==> config.mk <==
export PLATFORM = sky130hd
export DESIGN_NAME = morse_encoder
export DESIGN_NICKNAME = d
export VERILOG_FILES = /design/src/rtl/morse_encoder.sv
export SDC_FILE = /design/constraint.sdc
export NUM_CORES = 1
export LEC_CHECK = 0
export ABC_AREA = 1
export CAP_MARGIN = 20
export CORE_UTILIZATION = 45
export CTS_CLUSTER_SIZE = 25
export DETAILED_ROUTE_END_ITERATION = 16
export HOLD_SLACK_MARGIN = 0.02
export SYNTH_ARGS = -nofsm -noshare
export SYNTH_HDL_FRONTEND = slang
export SYNTH_SLANG_ARGS = --single-unit
export TNS_END_PERCENT = 5
==> constraint.sdc <==
create_clock -name cclk -period 5 [get_ports cclk]
set_input_delay 1 -clock cclk [delete_from_list [all_inputs] [get_ports cclk]]
set_output_delay 1 -clock cclk [all_outputs]
set_load 0.01 [all_outputs]
==> src/rtl/morse_encoder.sv <==
// morse_encoder: keys one 6-bit character code out as timed Morse dot/dash marks.
// Optional feature macro: MORSE_TONE_EN. When it is defined, a free-running square-wave
// divider gates key_out onto tone_out. When it is undefined, tone_out is tied low.
module morse_encoder #(
  parameter int unsigned UNIT_CYCLES = 25000000,
  parameter int unsigned TONE_HALF   = 25000
) (
  input  logic       cclk,
  input  logic       rst,
  input  logic [5:0] char_code,
  input  logic       char_valid,
  output logic       char_ready,
  output logic       key_out,
  output logic       tone_out,
  output logic       busy,
  output logic       done,
  output logic       bad_char
);

  typedef enum logic [2:0] {
    IDLE     = 3'd0,
    LOAD     = 3'd1,
    MARK     = 3'd2,
    GAP      = 3'd3,
    CHAR_GAP = 3'd4,
    WORD_GAP = 3'd5
  } state_t;

  localparam logic [5:0]  CODE_SPACE = 6'd27;
  localparam logic [31:0] DUR_1U = 32'(UNIT_CYCLES);
  localparam logic [31:0] DUR_3U = 32'(3 * UNIT_CYCLES);
  localparam logic [31:0] DUR_4U = 32'(4 * UNIT_CYCLES);

  // Character table: {len[2:0], pat[4:0]}, pat right-aligned, first element at bit len-1,
  // 1 = dash. len == 0 marks an entry with no elements (word space or unmapped).
  function automatic logic [7:0] code_entry(input logic [5:0] code);
    case (code)
      6'd1:  code_entry = {3'd2, 5'b00001}; // A .-
      6'd2:  code_entry = {3'd4, 5'b01000}; // B -...
      6'd3:  code_entry = {3'd4, 5'b01010}; // C -.-.
      6'd4:  code_entry = {3'd3, 5'b00100}; // D -..
      6'd5:  code_entry = {3'd1, 5'b00000}; // E .
      6'd6:  code_entry = {3'd4, 5'b00010}; // F ..-.
      6'd7:  code_entry = {3'd3, 5'b00110}; // G --.
      6'd8:  code_entry = {3'd4, 5'b00000}; // H ....
      6'd9:  code_entry = {3'd2, 5'b00000}; // I ..
      6'd10: code_entry = {3'd4, 5'b00111}; // J .---
      6'd11: code_entry = {3'd3, 5'b00101}; // K -.-
      6'd12: code_entry = {3'd4, 5'b00100}; // L .-..
      6'd13: code_entry = {3'd2, 5'b00011}; // M --
      6'd14: code_entry = {3'd2, 5'b00010}; // N -.
      6'd15: code_entry = {3'd3, 5'b00111}; // O ---
      6'd16: code_entry = {3'd4, 5'b00110}; // P .--.
      6'd17: code_entry = {3'd4, 5'b01101}; // Q --.-
      6'd18: code_entry = {3'd3, 5'b00010}; // R .-.
      6'd19: code_entry = {3'd3, 5'b00000}; // S ...
      6'd20: code_entry = {3'd1, 5'b00001}; // T -
      6'd21: code_entry = {3'd3, 5'b00001}; // U ..-
      6'd22: code_entry = {3'd4, 5'b00001}; // V ...-
      6'd23: code_entry = {3'd3, 5'b00011}; // W .--
      6'd24: code_entry = {3'd4, 5'b01001}; // X -..-
      6'd25: code_entry = {3'd4, 5'b01011}; // Y -.--
      6'd26: code_entry = {3'd4, 5'b01100}; // Z --..
      6'd28: code_entry = {3'd5, 5'b01111}; // 1 .----
      6'd29: code_entry = {3'd5, 5'b00111}; // 2 ..---
      6'd30: code_entry = {3'd5, 5'b00011}; // 3 ...--
      6'd31: code_entry = {3'd5, 5'b00001}; // 4 ....-
      6'd32: code_entry = {3'd5, 5'b00000}; // 5 .....
      6'd33: code_entry = {3'd5, 5'b10000}; // 6 -....
      6'd34: code_entry = {3'd5, 5'b11000}; // 7 --...
      6'd35: code_entry = {3'd5, 5'b11100}; // 8 ---..
      6'd36: code_entry = {3'd5, 5'b11110}; // 9 ----.
      6'd37: code_entry = {3'd5, 5'b11111}; // 0 -----
      6'd38: code_entry = {3'd5, 5'b10001}; // = -...-
      6'd39: code_entry = {3'd5, 5'b10010}; // / -..-.
      6'd40: code_entry = {3'd5, 5'b01010}; // + .-.-.
      default: code_entry = {3'd0, 5'b00000};
    endcase
  endfunction

  // A code is mapped if it has elements or is the word space.
  function automatic logic code_mapped(input logic [5:0] code);
    code_mapped = (code == CODE_SPACE) || (code_entry(code)[7:5] != 3'd0);
  endfunction

  state_t      state;
  logic [5:0]  code_r;
  logic [4:0]  pat_r;
  logic [2:0]  idx_r;
  logic [31:0] cnt_r;
  logic [7:0]  entry_s;
  logic [31:0] limit_s;
  logic        last_s;
  logic        pre_last_s;

  assign entry_s = code_entry(code_r);

  // Length of the interval currently being timed, and its last/second-to-last cycle flags.
  always_comb begin
    limit_s = DUR_1U;
    case (state)
      MARK:     limit_s = pat_r[idx_r] ? DUR_3U : DUR_1U;
      GAP:      limit_s = DUR_1U;
      CHAR_GAP: limit_s = DUR_3U;
      WORD_GAP: limit_s = DUR_4U;
      default:  limit_s = DUR_1U;
    endcase
    last_s     = (cnt_r == (limit_s - 32'd1));
    pre_last_s = (cnt_r == (limit_s - 32'd2));
  end

  // Main sequencer: accepts a code, looks it up, then times marks and gaps.
  always_ff @(posedge cclk or posedge rst) begin
    if (rst) begin
      state      <= IDLE;
      code_r     <= 6'd0;
      pat_r      <= 5'd0;
      idx_r      <= 3'd0;
      cnt_r      <= 32'd0;
      char_ready <= 1'b1;
      busy       <= 1'b0;
      key_out    <= 1'b0;
      done       <= 1'b0;
      bad_char   <= 1'b0;
    end else begin
      done     <= 1'b0;
      bad_char <= 1'b0;
      case (state)
        IDLE: begin
          cnt_r <= 32'd0;
          if (char_valid && char_ready) begin
            code_r     <= char_code;
            state      <= LOAD;
            char_ready <= 1'b0;
            busy       <= 1'b1;
            bad_char   <= ~code_mapped(char_code);
          end
        end
        LOAD: begin
          cnt_r <= 32'd0;
          if (code_r == CODE_SPACE) begin
            state <= WORD_GAP;
          end else if (entry_s[7:5] == 3'd0) begin
            state      <= IDLE;
            char_ready <= 1'b1;
            busy       <= 1'b0;
          end else begin
            state   <= MARK;
            key_out <= 1'b1;
            pat_r   <= entry_s[4:0];
            idx_r   <= entry_s[7:5] - 3'd1;
          end
        end
        MARK: begin
          if (last_s) begin
            cnt_r   <= 32'd0;
            key_out <= 1'b0;
            if (idx_r == 3'd0) begin
              state <= CHAR_GAP;
            end else begin
              state <= GAP;
              idx_r <= idx_r - 3'd1;
            end
          end else begin
            cnt_r <= cnt_r + 32'd1;
          end
        end
        GAP: begin
          if (last_s) begin
            cnt_r   <= 32'd0;
            key_out <= 1'b1;
            state   <= MARK;
          end else begin
            cnt_r <= cnt_r + 32'd1;
          end
        end
        CHAR_GAP, WORD_GAP: begin
          // done is registered, so it is raised one cycle early to land on the last gap cycle.
          if (pre_last_s) begin
            done <= 1'b1;
          end
          if (last_s) begin
            cnt_r      <= 32'd0;
            state      <= IDLE;
            char_ready <= 1'b1;
            busy       <= 1'b0;
          end else begin
            cnt_r <= cnt_r + 32'd1;
          end
        end
        default: begin
          state      <= IDLE;
          cnt_r      <= 32'd0;
          key_out    <= 1'b0;
          char_ready <= 1'b1;
          busy       <= 1'b0;
        end
      endcase
    end
  end

`ifdef MORSE_TONE_EN
  logic [31:0] div_cnt;
  logic        wave;

  // Free-running tone divider; only rst restarts it so the tone phase is independent of keying.
  always_ff @(posedge cclk or posedge rst) begin
    if (rst) begin
      div_cnt <= 32'd0;
      wave    <= 1'b0;
    end else if (div_cnt == (32'(TONE_HALF) - 32'd1)) begin
      div_cnt <= 32'd0;
      wave    <= ~wave;
    end else begin
      div_cnt <= div_cnt + 32'd1;
    end
  end

  assign tone_out = key_out & wave;
`else
  // No tone generator in this build; TONE_HALF has no effect here.
  assign tone_out = (TONE_HALF == 0) ? 1'b0 : 1'b0;
`endif

endmodule
==> results of run 1 <==
## kinds of logic after synthesis
kind of cell	share of synthesized area (%)
compound gates	9.95
other cells	0.0972
buf+inv	7.10
fa+ha+maj	5.84
flops	35.1
mux	0.292
xor+xnor	5.45
simple gates	36.2
## cell usage after synthesis (5+ instances only)
cell | n | share of area (%)
sky130_fd_sc_hd__nand2_1 | 110 | 11
sky130_fd_sc_hd__nor2_1 | 87 | 8.5
sky130_fd_sc_hd__inv_1 | 56 | 5.4
sky130_fd_sc_hd__dfrtp_1 | 53 | 34
sky130_fd_sc_hd__nand3_1 | 33 | 4.3
sky130_fd_sc_hd__o21ai_0 | 29 | 3.8
sky130_fd_sc_hd__nor3_1 | 21 | 2.7
sky130_fd_sc_hd__ha_1 | 18 | 5.8
sky130_fd_sc_hd__xor2_1 | 17 | 3.9
sky130_fd_sc_hd__a21oi_1 | 16 | 2.1
sky130_fd_sc_hd__nand4_1 | 14 | 2.3
sky130_fd_sc_hd__xnor2_1 | 7 | 1.6
sky130_fd_sc_hd__a31oi_1 | 5 | 0.81
sky130_fd_sc_hd__clkbuf_1 | 5 | 0.49
sky130_fd_sc_hd__inv_2 | 5 | 0.49
## sequential cells by signal, indices dropped and copies added (netlist names)
signal	cells
bad_char	1
busy	1
char_ready	1
cnt_r	32
code_r	6
done	1
idx_r	3
key_out	1
pat_r	5
state	3
## layout make-up
cell class	instances	area [um2]	share of cell area (%)
inverter	62	233	5.54
timing repair buffer	14	138	3.27
sequential	54	1350	32.2
clock buffer	7	86.3	2.05
multi-input combinational	409	2230	53.1
clock inverter	1	30.0	0.714
tap	105	131	3.13
## per-layer routing
layer | share of wire [%] | up-vias | track usage (%) | routed length, um
li1 | - | 1764 | - | -
met1 | 51 | 1644 | 32.7 | 4600
met2 | 44 | 66 | 33.9 | 3970
met3 | 3.7 | 12 | 3.38 | 330
met4 | 1.4 | 0 | 6.44 | 126
met5 | 0 | - | 0 | 0
## worst paths after layout
kind                       startpoint  slack (ps)   endpoint  cells after the start
setup / recovery             state[0]        1790  cnt_r[24]                     18
hold / removal               cnt_r[0]         470   cnt_r[0]                      1
min in group asynchronous         rst        1190  cnt_r[29]                      3
setup reg to reg             state[0]        1790  cnt_r[24]                     18
hold reg to reg              cnt_r[0]         470   cnt_r[0]                      1
max in group asynchronous         rst        3350  code_r[1]                      3
## power by group through the flow
| stage | Sequential, mW | Combinational [mW] | Clock (mW) |
|---|---|---|---|
| after CTS | 0.436 | 0.0235 | 0.323 |
| final | 0.436 | 0.0225 | 0.315 |
| after floorplan | 0.445 | 0.0116 | 0 |
| after global routing | 0.437 | 0.0266 | 0.340 |
| after detailed placement | 0.445 | 0.0235 | 0 |
| after global placement | 0.445 | 0.0231 | 0 |
==> tab_implementation.tex, run 1 <==
\begin{tabular}{lr}
\hline
Metric & Value \\
\hline
\multicolumn{2}{l}{\textbf{Die}} \\
IO Pins & 15 \\
Overall die area & 8950 um2 \\
Starting Density & 46.7\% \\
Die span in x & 94.6 um \\
Core area & 8260 um2 \\
Height of the die & 94.6 um \\
Placement Rows & 33 \\
\multicolumn{2}{l}{\textbf{Power and ir drop}} \\
Power after layout & 0.774 mW \\
Power per Cell Area & 184 nW/um2 \\
Largest vdd supply drop & 0.000107 V \\
Switching Power & 0.165 mW \\
Cell-internal power & 0.608 mW \\
Net switching fraction of the power & 21.4\% \\
Proportion of power drawn by the clock network & 40.7\% \\
Portion of total power attributed to combinational logic & 2.9\% \\
Static Leak & 1.80 nW \\
Reg power frac & 56.4\% \\
\multicolumn{2}{l}{\textbf{STA}} \\
Period Utilization, post-route & 64.3\% \\
Max-slew violations & 0 \\
Final Worst Setup Slack & 1790 ps \\
Unrepaired setup endpoints after global routing & no \\
Worst hold slack after final layout & 467 ps \\
Clk\_skew & 12.3 ps \\
Final setup violation count & 0 \\
Post-route minimum period & 3210 ps \\
Slew headroom & 43.5\% \\
Count of endpoints failing hold in the final timing report & 0 \\
Peak clock frequency supported by timing & 0.311 GHz \\
Sum of negative setup slack & 0 ps \\
Transition time of the tightest slew-check pin & 844 ps \\
\multicolumn{2}{l}{\textbf{Critical path}} \\
Largest driver fanout on the critical path & 23 \\
CP Cell Sequence & inv\_2, nand3\_2, nor2\_2, nand3\_2, nand3\_2, inv\_2, ha\_1, ha\_1, nand2\_1, o21ai\_0, nor2\_1, nand3\_1, nor2\_1, nand3\_1, nor2\_2, nand3\_4, nand2\_2, nor3\_1 \\
Number of buffer and inverter instances along the worst setup path & 2 \\
Standard cell with the maximum stage delay on the critical path & sky130\_fd\_sc\_hd\_\_dfrtp\_1 \\
Startpoint class of the critical path & flip-flop \\
Worst endpoint required time & 5170 ps \\
Crit path top cell by count & sky130\_fd\_sc\_hd\_\_nand3\_2 \\
Critical path's largest stage delay & 500 ps \\
Arr. time, crit path & 3390 ps \\
Path type of the worst setup path & reg2reg \\
Capturing element type of the critical path & flip-flop \\
CP delay by family, top & simple AND/OR/NAND/NOR gates \\
\multicolumn{2}{l}{\textbf{Placed design}} \\
Setup WS pre-CTS & 1810 ps \\
Placed cell areas & 4090 um2 \\
Port Buffers & 13 \\
Last weighted congestion value of the routability-driven placer & 0.852 \\
Post-Place Cells & 644 \\
HPWL Detailed & 6930 um \\
\multicolumn{2}{l}{\textbf{Yosys}} \\
Number of nets produced by synthesis & 560 \\
Distinct cells, synth & 42 \\
Seq cells post-synth & 54 \\
Sequential element share of the synthesized area & 35.1\% \\
Gate count of the mapped netlist & 533 \\
Number of warning messages in the yosys log & 0 \\
Mean area per synthesized cell & 7.24 um2 \\
Most used flip-flop cell after synthesis & sky130\_fd\_sc\_hd\_\_dfrtp\_1 \\
Post-synth design cell area & 3860 um2 \\
Async set or reset register ratio after synthesis & 100\% \\
Number of synthesized flops with an enable pin & 0 \\
\multicolumn{2}{l}{\textbf{Layout}} \\
End-of-flow core utilization & 50.9\% \\
Most common library cell in the layout ignoring fill and taps & sky130\_fd\_sc\_hd\_\_nand2\_1 \\
Final nets & 573 \\
Area growth syn-to-layout & 8.92\% \\
Count of placed standard cells in the final layout, fillers left out & 652 \\
Finished Cell Area & 4200 um2 \\
Ant diodes & 0 \\
Fill cell total of the finished layout & 822 \\
Commonest non-fill, non-tap cells in the layout & 110 x sky130\_fd\_sc\_hd\_\_nand2\_1, 87 x sky130\_fd\_sc\_hd\_\_nor2\_1, 55 x sky130\_fd\_sc\_hd\_\_inv\_1, 53 x sky130\_fd\_sc\_hd\_\_dfrtp\_1, 33 x sky130\_fd\_sc\_hd\_\_nand3\_1 \\
Ratio of cells with drive above 1 in the final layout & 7.68\% \\
\multicolumn{2}{l}{\textbf{Routing}} \\
Detailed-route wire length & 9030 um \\
\# DRC & 0 \\
Drt first pass iters & 4 \\
Via count & 3486 \\
Mean number of vias per cell & 5.35 \\
Number of nets with antenna violations after detailed routing & 0 \\
Routed wirelength normalized by instance count & 13.8 um \\
Number of DRC markers after the initial detailed-route iteration & 152 \\
\multicolumn{2}{l}{\textbf{Global routing}} \\
GRT Residual Overflow & 0 \\
Antenna violations before repair & 0 \\
Overall fraction of global-route tracks in use & 22.3\% \\
Vias in the first global route & 3254 \\
Global-route wire length before repair & 15600 um \\
Largest net degree at the start of global routing & 55 \\
\multicolumn{2}{l}{\textbf{CTS}} \\
Clock insertion delay at the later pin of the skew report & 310 ps \\
Total setup buffers inserted after CTS & 0 \\
Count of hold buffers inserted by post-cts repair & 0 \\
TritonCTS clock tree & yes \\
Number of buffers on the longest clock path & 2 \\
TritonCTS Sinks & 54 \\
Total CTS buffers & 5 \\
Count of instances resized after the clock tree is built & 0 \\
CTS H-Tree Depth & 2 \\
Clock slew at the register clock pins of the worst setup and hold paths & 100 ps \\
Cell chosen for the clock root & sky130\_fd\_sc\_hd\_\_clkbuf\_8 \\
\multicolumn{2}{l}{\textbf{Outcome}} \\
Outcome & finished, final reports clean \\
\multicolumn{2}{l}{\textbf{Hold path}} \\
Class of the worst hold path & reg2reg \\
\multicolumn{2}{l}{\textbf{Flow run}} \\
MaxCap Viol Count & 0 \\
\hline
\end{tabular}
(Power assumes the default switching activity.)
==> run 2: changes to the inputs <==
Clock period 5 ns to 3.1 ns, I/O delays scaled along.
==> run 2 against run 1 <==
Net effect: core utilization increased by 2.1 points; final cell count up 2.5%; global-route usage is 0.11 points higher; design area increased by 4.1%; clock power is 30% higher; via count is 1.8% higher; total power is 49% higher; setup slack got worse by 1500 ps.
==> tab_implementation.tex, run 2 (synthesized netlist as in run 1, its figures left out) <==
\begin{tabular}{lr}
\hline
Metric & Value \\
\hline
\multicolumn{2}{l}{\textbf{Layout}} \\
Ratio of cells with drive above 1 in the final layout & 11.5\% \\
Flip-flop count of the largest register, all copies and words added & 32 \\
Count of placed standard cells in the final layout, fillers left out & 668 \\
Area growth syn-to-layout & 13.4\% \\
Finished Cell Area & 4380 um2 \\
Top reg by flops & cnt\_r \\
End-of-flow core utilization & 53.0\% \\
Ant diodes & 0 \\
Commonest non-fill, non-tap cells in the layout & 108 x sky130\_fd\_sc\_hd\_\_nand2\_1, 85 x sky130\_fd\_sc\_hd\_\_nor2\_1, 55 x sky130\_fd\_sc\_hd\_\_inv\_1, 51 x sky130\_fd\_sc\_hd\_\_dfrtp\_1, 33 x sky130\_fd\_sc\_hd\_\_nand3\_1 \\
Registers with the most flip-flops & cnt\_r: 32 flops, code\_r: 6 flops, pat\_r: 5 flops \\
Final nets & 589 \\
Most common library cell in the layout ignoring fill and taps & sky130\_fd\_sc\_hd\_\_nand2\_1 \\
\multicolumn{2}{l}{\textbf{Critical path}} \\
Capturing element type of the critical path & flip-flop \\
Startpoint class of the critical path & flip-flop \\
Standard cell with the maximum stage delay on the critical path & sky130\_fd\_sc\_hd\_\_dfrtp\_2 \\
Number of buffer and inverter instances along the worst setup path & 2 \\
Crit path top cell by count & sky130\_fd\_sc\_hd\_\_nand3\_4 \\
Arr. time, crit path & 3050 ps \\
CP delay by family, top & simple AND/OR/NAND/NOR gates \\
Path type of the worst setup path & reg2reg \\
Largest driver fanout on the critical path & 6 \\
Worst endpoint required time & 3300 ps \\
Critical path's largest stage delay & 430 ps \\
CP Cell Sequence & inv\_4, nand2\_4, nor2\_8, nand3\_4, nand3\_4, inv\_2, ha\_1, ha\_4, o21ai\_0, nor2\_1, nand3\_1, nor2\_1, nand3\_1, nor2\_2, nand3\_4, a21boi\_4, nand2\_2, nand2\_1, nand2\_1 \\
\multicolumn{2}{l}{\textbf{Power and ir drop}} \\
Power after layout & 1.15 mW \\
Static Leak & 1.89 nW \\
Largest vdd supply drop & 0.000204 V \\
Cell-internal power & 0.900 mW \\
Reg power frac & 61.1\% \\
Net switching fraction of the power & 21.9\% \\
Proportion of power drawn by the clock network & 35.5\% \\
Portion of total power attributed to combinational logic & 3.4\% \\
Switching Power & 0.252 mW \\
Power per Cell Area & 263 nW/um2 \\
\multicolumn{2}{l}{\textbf{Global routing}} \\
Antenna violations before repair & 0 \\
Global-route wire length before repair & 15800 um \\
Largest net degree at the start of global routing & 55 \\
Vias in the first global route & 3324 \\
Overall fraction of global-route tracks in use & 22.4\% \\
GRT Residual Overflow & 0 \\
\multicolumn{2}{l}{\textbf{CTS}} \\
Clock insertion delay at the later pin of the skew report & 310 ps \\
Count of hold buffers inserted by post-cts repair & 0 \\
CTS H-Tree Depth & 2 \\
TritonCTS clock tree & yes \\
Cell chosen for the clock root & sky130\_fd\_sc\_hd\_\_clkbuf\_8 \\
Number of buffers on the longest clock path & 2 \\
Total CTS buffers & 5 \\
TritonCTS Sinks & 54 \\
Clock slew at the register clock pins of the worst setup and hold paths & 100 ps \\
\multicolumn{2}{l}{\textbf{Die}} \\
Starting Density & 46.7\% \\
Core area & 8260 um2 \\
Placement Rows & 33 \\
Height of the die & 94.6 um \\
IO Pins & 15 \\
Overall die area & 8950 um2 \\
Die span in x & 94.6 um \\
\multicolumn{2}{l}{\textbf{Routing}} \\
Detailed-route wire length & 9200 um \\
Routed wirelength normalized by instance count & 13.8 um \\
Mean number of vias per cell & 5.31 \\
Number of nets with antenna violations after detailed routing & 0 \\
\# DRC & 0 \\
Drt first pass iters & 5 \\
Number of DRC markers after the initial detailed-route iteration & 189 \\
Via count & 3548 \\
\multicolumn{2}{l}{\textbf{STA}} \\
Final setup violation count & 0 \\
Final Worst Setup Slack & 248 ps \\
Worst hold slack after final layout & 474 ps \\
Peak clock frequency supported by timing & 0.351 GHz \\
Clk\_skew & 10.2 ps \\
Transition time of the tightest slew-check pin & 567 ps \\
Sum of negative setup slack & 0 ps \\
Max-slew violations & 0 \\
Slew headroom & 61.8\% \\
Count of endpoints failing hold in the final timing report & 0 \\
Period Utilization, post-route & 92.0\% \\
Post-route minimum period & 2850 ps \\
\multicolumn{2}{l}{\textbf{Placed design}} \\
Setup WS pre-CTS & 98.6 ps \\
HPWL Detailed & 6960 um \\
Last weighted congestion value of the routability-driven placer & 0.885 \\
Placed cell areas & 4160 um2 \\
Port Buffers & 13 \\
Post-Place Cells & 650 \\
\multicolumn{2}{l}{\textbf{Outcome}} \\
Outcome & finished, final reports clean \\
\multicolumn{2}{l}{\textbf{Hold path}} \\
Class of the worst hold path & reg2reg \\
\multicolumn{2}{l}{\textbf{Flow run}} \\
MaxCap Viol Count & 0 \\
\hline
\end{tabular}
==> run 2: power groups by stage <==
stage | logic [mW] | registers (mW) | clock network, mW
2_1_floorplan | 0.0187 | 0.718 | 0
3_3_place_gp | 0.0399 | 0.718 | 0
3_5_place_dp | 0.0406 | 0.718 | 0
4_1_cts | 0.0408 | 0.704 | 0.435
5_1_grt | 0.0446 | 0.704 | 0.462
6_report | 0.0389 | 0.704 | 0.409
==> run 2: metal layers <==
metal | vias to the layer above | wire length (um) | GRT usage [%]
li1 | 1797 | - | -
met1 | 1671 | 4550 | 33.0
met5 | - | 0 | 0
met2 | 74 | 4220 | 35.5
met4 | 0 | 76 | 4.17
met3 | 6 | 346 | 2.66
==> run 2: final cells by class <==
class / instances / area, um2
fill: 811 / 3880
multi-input combinational: 409 / 2280
sequential: 54 / 1360
timing repair buffer: 30 / 283
inverter: 62 / 235
tap: 105 / 131
clock buffer: 7 / 86.3
clock inverter: 1 / 5.00
==> run 2: worst paths after layout <==
path,slack (ps),start,end,cells past startpoint
max,250,state[2],idx_r[2],19
min,470,cnt_r[0],cnt_r[0],1
max reg2reg,250,state[2],idx_r[2],19
min reg2reg,470,cnt_r[0],cnt_r[0],1
max in group asynchronous,2110,rst,char_ready,3
min in group asynchronous,690,rst,cnt_r[29],3
==> run 2: what timing repair did <==
| action | CTS | global route |
|---|---|---|
| gates resized for setup | 0 | 13 |
| endpoints found under the setup margin | 0 | 32 |
| buffers inserted | 0 | 10 |
==> run 2: worst reg2reg max path, cell delays in order (launching register included) <==
cell and delay, ps:
sky130_fd_sc_hd__dfrtp_2 430, sky130_fd_sc_hd__inv_4 90, sky130_fd_sc_hd__nand2_4 80, sky130_fd_sc_hd__nor2_8 160
sky130_fd_sc_hd__nand3_4 110, sky130_fd_sc_hd__nand3_4 120, sky130_fd_sc_hd__inv_2 50, sky130_fd_sc_hd__ha_1 200
sky130_fd_sc_hd__ha_4 280, sky130_fd_sc_hd__o21ai_0 70, sky130_fd_sc_hd__nor2_1 110, sky130_fd_sc_hd__nand3_1 80
sky130_fd_sc_hd__nor2_1 90, sky130_fd_sc_hd__nand3_1 120, sky130_fd_sc_hd__nor2_2 170, sky130_fd_sc_hd__nand3_4 150
sky130_fd_sc_hd__a21boi_4 240, sky130_fd_sc_hd__nand2_2 90, sky130_fd_sc_hd__nand2_1 60, sky130_fd_sc_hd__nand2_1 50
==> run 3: changes to the inputs <==
Settings changed: CTS_BUF_LIST set to sky130_fd_sc_hd__clkbuf_4 sky130_fd_sc_hd__clkbuf_8, REMOVE_ABC_BUFFERS set to 1.
==> run 3 against run 2 <==
Net effect: core utilization grew 0.091 points; largest cell class unchanged; setup slack gained 23 ps; sequential power is essentially flat; clock power grew 21%; total power grew 7.5%; register-to-register slack gained 20 ps.
==> tab_implementation.tex, run 3 (synthesized netlist as in run 1, its figures left out) <==
\begin{tabular}{lr}
\hline
Metric & Value \\
\hline
\multicolumn{2}{l}{\textbf{Power and ir drop}} \\
Static Leak & 1.89 nW \\
Largest vdd supply drop & 0.000196 V \\
Power per Cell Area & 283 nW/um2 \\
\multicolumn{2}{l}{\textbf{Layout}} \\
Commonest non-fill, non-tap cells in the layout & 110 x sky130\_fd\_sc\_hd\_\_nand2\_1, 86 x sky130\_fd\_sc\_hd\_\_nor2\_1, 55 x sky130\_fd\_sc\_hd\_\_inv\_1, 52 x sky130\_fd\_sc\_hd\_\_dfrtp\_1, 33 x sky130\_fd\_sc\_hd\_\_nand3\_1 \\
Flip-flop count of the largest register, all copies and words added & 32 \\
Registers with the most flip-flops & cnt\_r: 32 flops, code\_r: 6 flops, pat\_r: 5 flops \\
Ant diodes & 0 \\
Final nets & 588 \\
Most common library cell in the layout ignoring fill and taps & sky130\_fd\_sc\_hd\_\_nand2\_1 \\
Ratio of cells with drive above 1 in the final layout & 11.0\% \\
Fill cell total of the finished layout & 838 \\
Area of combinational cells with multiple inputs & 2280 um2 \\
End-of-flow core utilization & 53.1\% \\
Top reg by flops & cnt\_r \\
FF+latch area & 1350 um2 \\
Area growth syn-to-layout & 13.6\% \\
\multicolumn{2}{l}{\textbf{Die}} \\
Placement Rows & 33 \\
IO Pins & 15 \\
Die span in x & 94.6 um \\
Starting Density & 46.7\% \\
Core area & 8260 um2 \\
Overall die area & 8950 um2 \\
Height of the die & 94.6 um \\
\multicolumn{2}{l}{\textbf{CTS}} \\
Count of hold buffers inserted by post-cts repair & 0 \\
Clock slew at the register clock pins of the worst setup and hold paths & 110 ps \\
Number of buffers on the longest clock path & 2 \\
Cell chosen for the clock root & sky130\_fd\_sc\_hd\_\_clkbuf\_8 \\
TritonCTS clock tree & yes \\
TritonCTS Sinks & 54 \\
Clock insertion delay at the later pin of the skew report & 310 ps \\
CTS H-Tree Depth & 2 \\
Total CTS buffers & 5 \\
\multicolumn{2}{l}{\textbf{Routing}} \\
Detailed-route wire length & 9090 um \\
Drt first pass iters & 4 \\
\# DRC & 0 \\
Routed wirelength normalized by instance count & 13.6 um \\
Via count & 3501 \\
Number of DRC markers after the initial detailed-route iteration & 145 \\
Number of nets with antenna violations after detailed routing & 0 \\
Mean number of vias per cell & 5.25 \\
\multicolumn{2}{l}{\textbf{STA}} \\
Peak clock frequency supported by timing & 0.353 GHz \\
Period Utilization, post-route & 91.3\% \\
Transition time of the tightest slew-check pin & 616 ps \\
Final setup violation count & 0 \\
Final Worst Setup Slack & 271 ps \\
Clk\_skew & 11.4 ps \\
Slew headroom & 58.9\% \\
Max-slew violations & 0 \\
Post-route minimum period & 2830 ps \\
Count of endpoints failing hold in the final timing report & 0 \\
\multicolumn{2}{l}{\textbf{Placed design}} \\
HPWL Detailed & 7070 um \\
Port Buffers & 13 \\
Last weighted congestion value of the routability-driven placer & 0.887 \\
Setup WS pre-CTS & 104 ps \\
\multicolumn{2}{l}{\textbf{Critical path}} \\
Capturing element type of the critical path & flip-flop \\
Number of buffer and inverter instances along the worst setup path & 2 \\
Worst endpoint required time & 3310 ps \\
Standard cell with the maximum stage delay on the critical path & sky130\_fd\_sc\_hd\_\_dfrtp\_1 \\
CP delay by family, top & simple AND/OR/NAND/NOR gates \\
Startpoint class of the critical path & flip-flop \\
Largest driver fanout on the critical path & 6 \\
CP Cell Sequence & inv\_2, nand2\_4, nor2\_8, nand3\_4, nand3\_4, inv\_2, ha\_2, ha\_4, nand2\_1, o21ai\_1, nor2\_1, nand3\_1, nor2\_1, nand3\_1, nor2\_2, nand3\_4, a21boi\_4, nand2\_2, nand2\_1, nand2\_1 \\
Path type of the worst setup path & reg2reg \\
Critical path's largest stage delay & 440 ps \\
Arr. time, crit path & 3040 ps \\
\multicolumn{2}{l}{\textbf{Hold path}} \\
Class of the worst hold path & reg2reg \\
\multicolumn{2}{l}{\textbf{Global routing}} \\
Overall fraction of global-route tracks in use & 22.0\% \\
Antenna violations before repair & 0 \\
GRT Residual Overflow & 0 \\
Vias in the first global route & 3203 \\
Global-route wire length before repair & 15500 um \\
Largest net degree at the start of global routing & 29 \\
\multicolumn{2}{l}{\textbf{Outcome}} \\
Outcome & finished, final reports clean \\
\multicolumn{2}{l}{\textbf{Flow run}} \\
MaxCap Viol Count & 0 \\
\hline
\end{tabular}
## run 3: path summary, 6_finish.rpt
kind	depth (start not counted)	slack [ps]	to	startpoint
min reg2reg	1	480	cnt_r[0]	cnt_r[0]
max in group asynchronous	3	1760	char_ready	rst
max reg2reg	20	270	idx_r[2]	state[2]
min	1	480	cnt_r[0]	cnt_r[0]
max	20	270	idx_r[2]	state[2]
min in group asynchronous	2	690	cnt_r[23]	rst
## run 3: through the flow
stage | hold WS (ps) | power (mW) | cells | cell area (um2) | TNS [ps]
global placement | 456 | 0.757 | 650 | 4160 | 0
global route | 499 | 1.29 | 667 | 4380 | -16.1
detailed placement | 467 | 0.759 | 650 | 4160 | 0
floorplan | 432 | 0.736 | 525 | 3820 | 0
CTS | 488 | 1.26 | 658 | 4270 | 0
finish | 480 | 1.24 | 667 | 4380 | 0
## run 3: final cells by class
type                    count  share of cell area (%)
clock buffers               5                    1.57
multi-input cells         409                    52.0
inverters                  62                    5.31
flip-flops and latches     54                    30.9
well taps                 105                    3.00
repair buffers             29                    6.28
clock inverters             3                   0.999
## run 3: per-layer routing
metal	vias to the layer above	wire [um]	part of all wire, %	track usage (%)
li1	1807	-	-	-
met1	1618	4680	52	33.1
met2	72	4080	45	33.8
met3	4	260	2.9	2.90
met4	0	57	0.63	3.79
met5	-	0	0	0
## run 3: power by group
part | total, mW | internal (mW) | switching, mW
Sequential | 0.704 | 0.704 | 0
Combinational | 0.0391 | 0.0149 | 0.0242
Clock | 0.495 | 0.243 | 0.252
## run 3: worst register-to-register path, delay by kind of cell (launching register included)
kind | cells | cell delay, ps
DFF | 1 | 440
AOI/OAI and AO/OA | 2 | 310
buffers and inverters | 2 | 190
and+or+nand+nor | 14 | 1390
adders and majority gates | 2 | 390
## run 3: repair_timing
item	in CTS	in global routing
buffers inserted	0	9
endpoints found under the setup margin	0	32
gates resized for setup	0	10
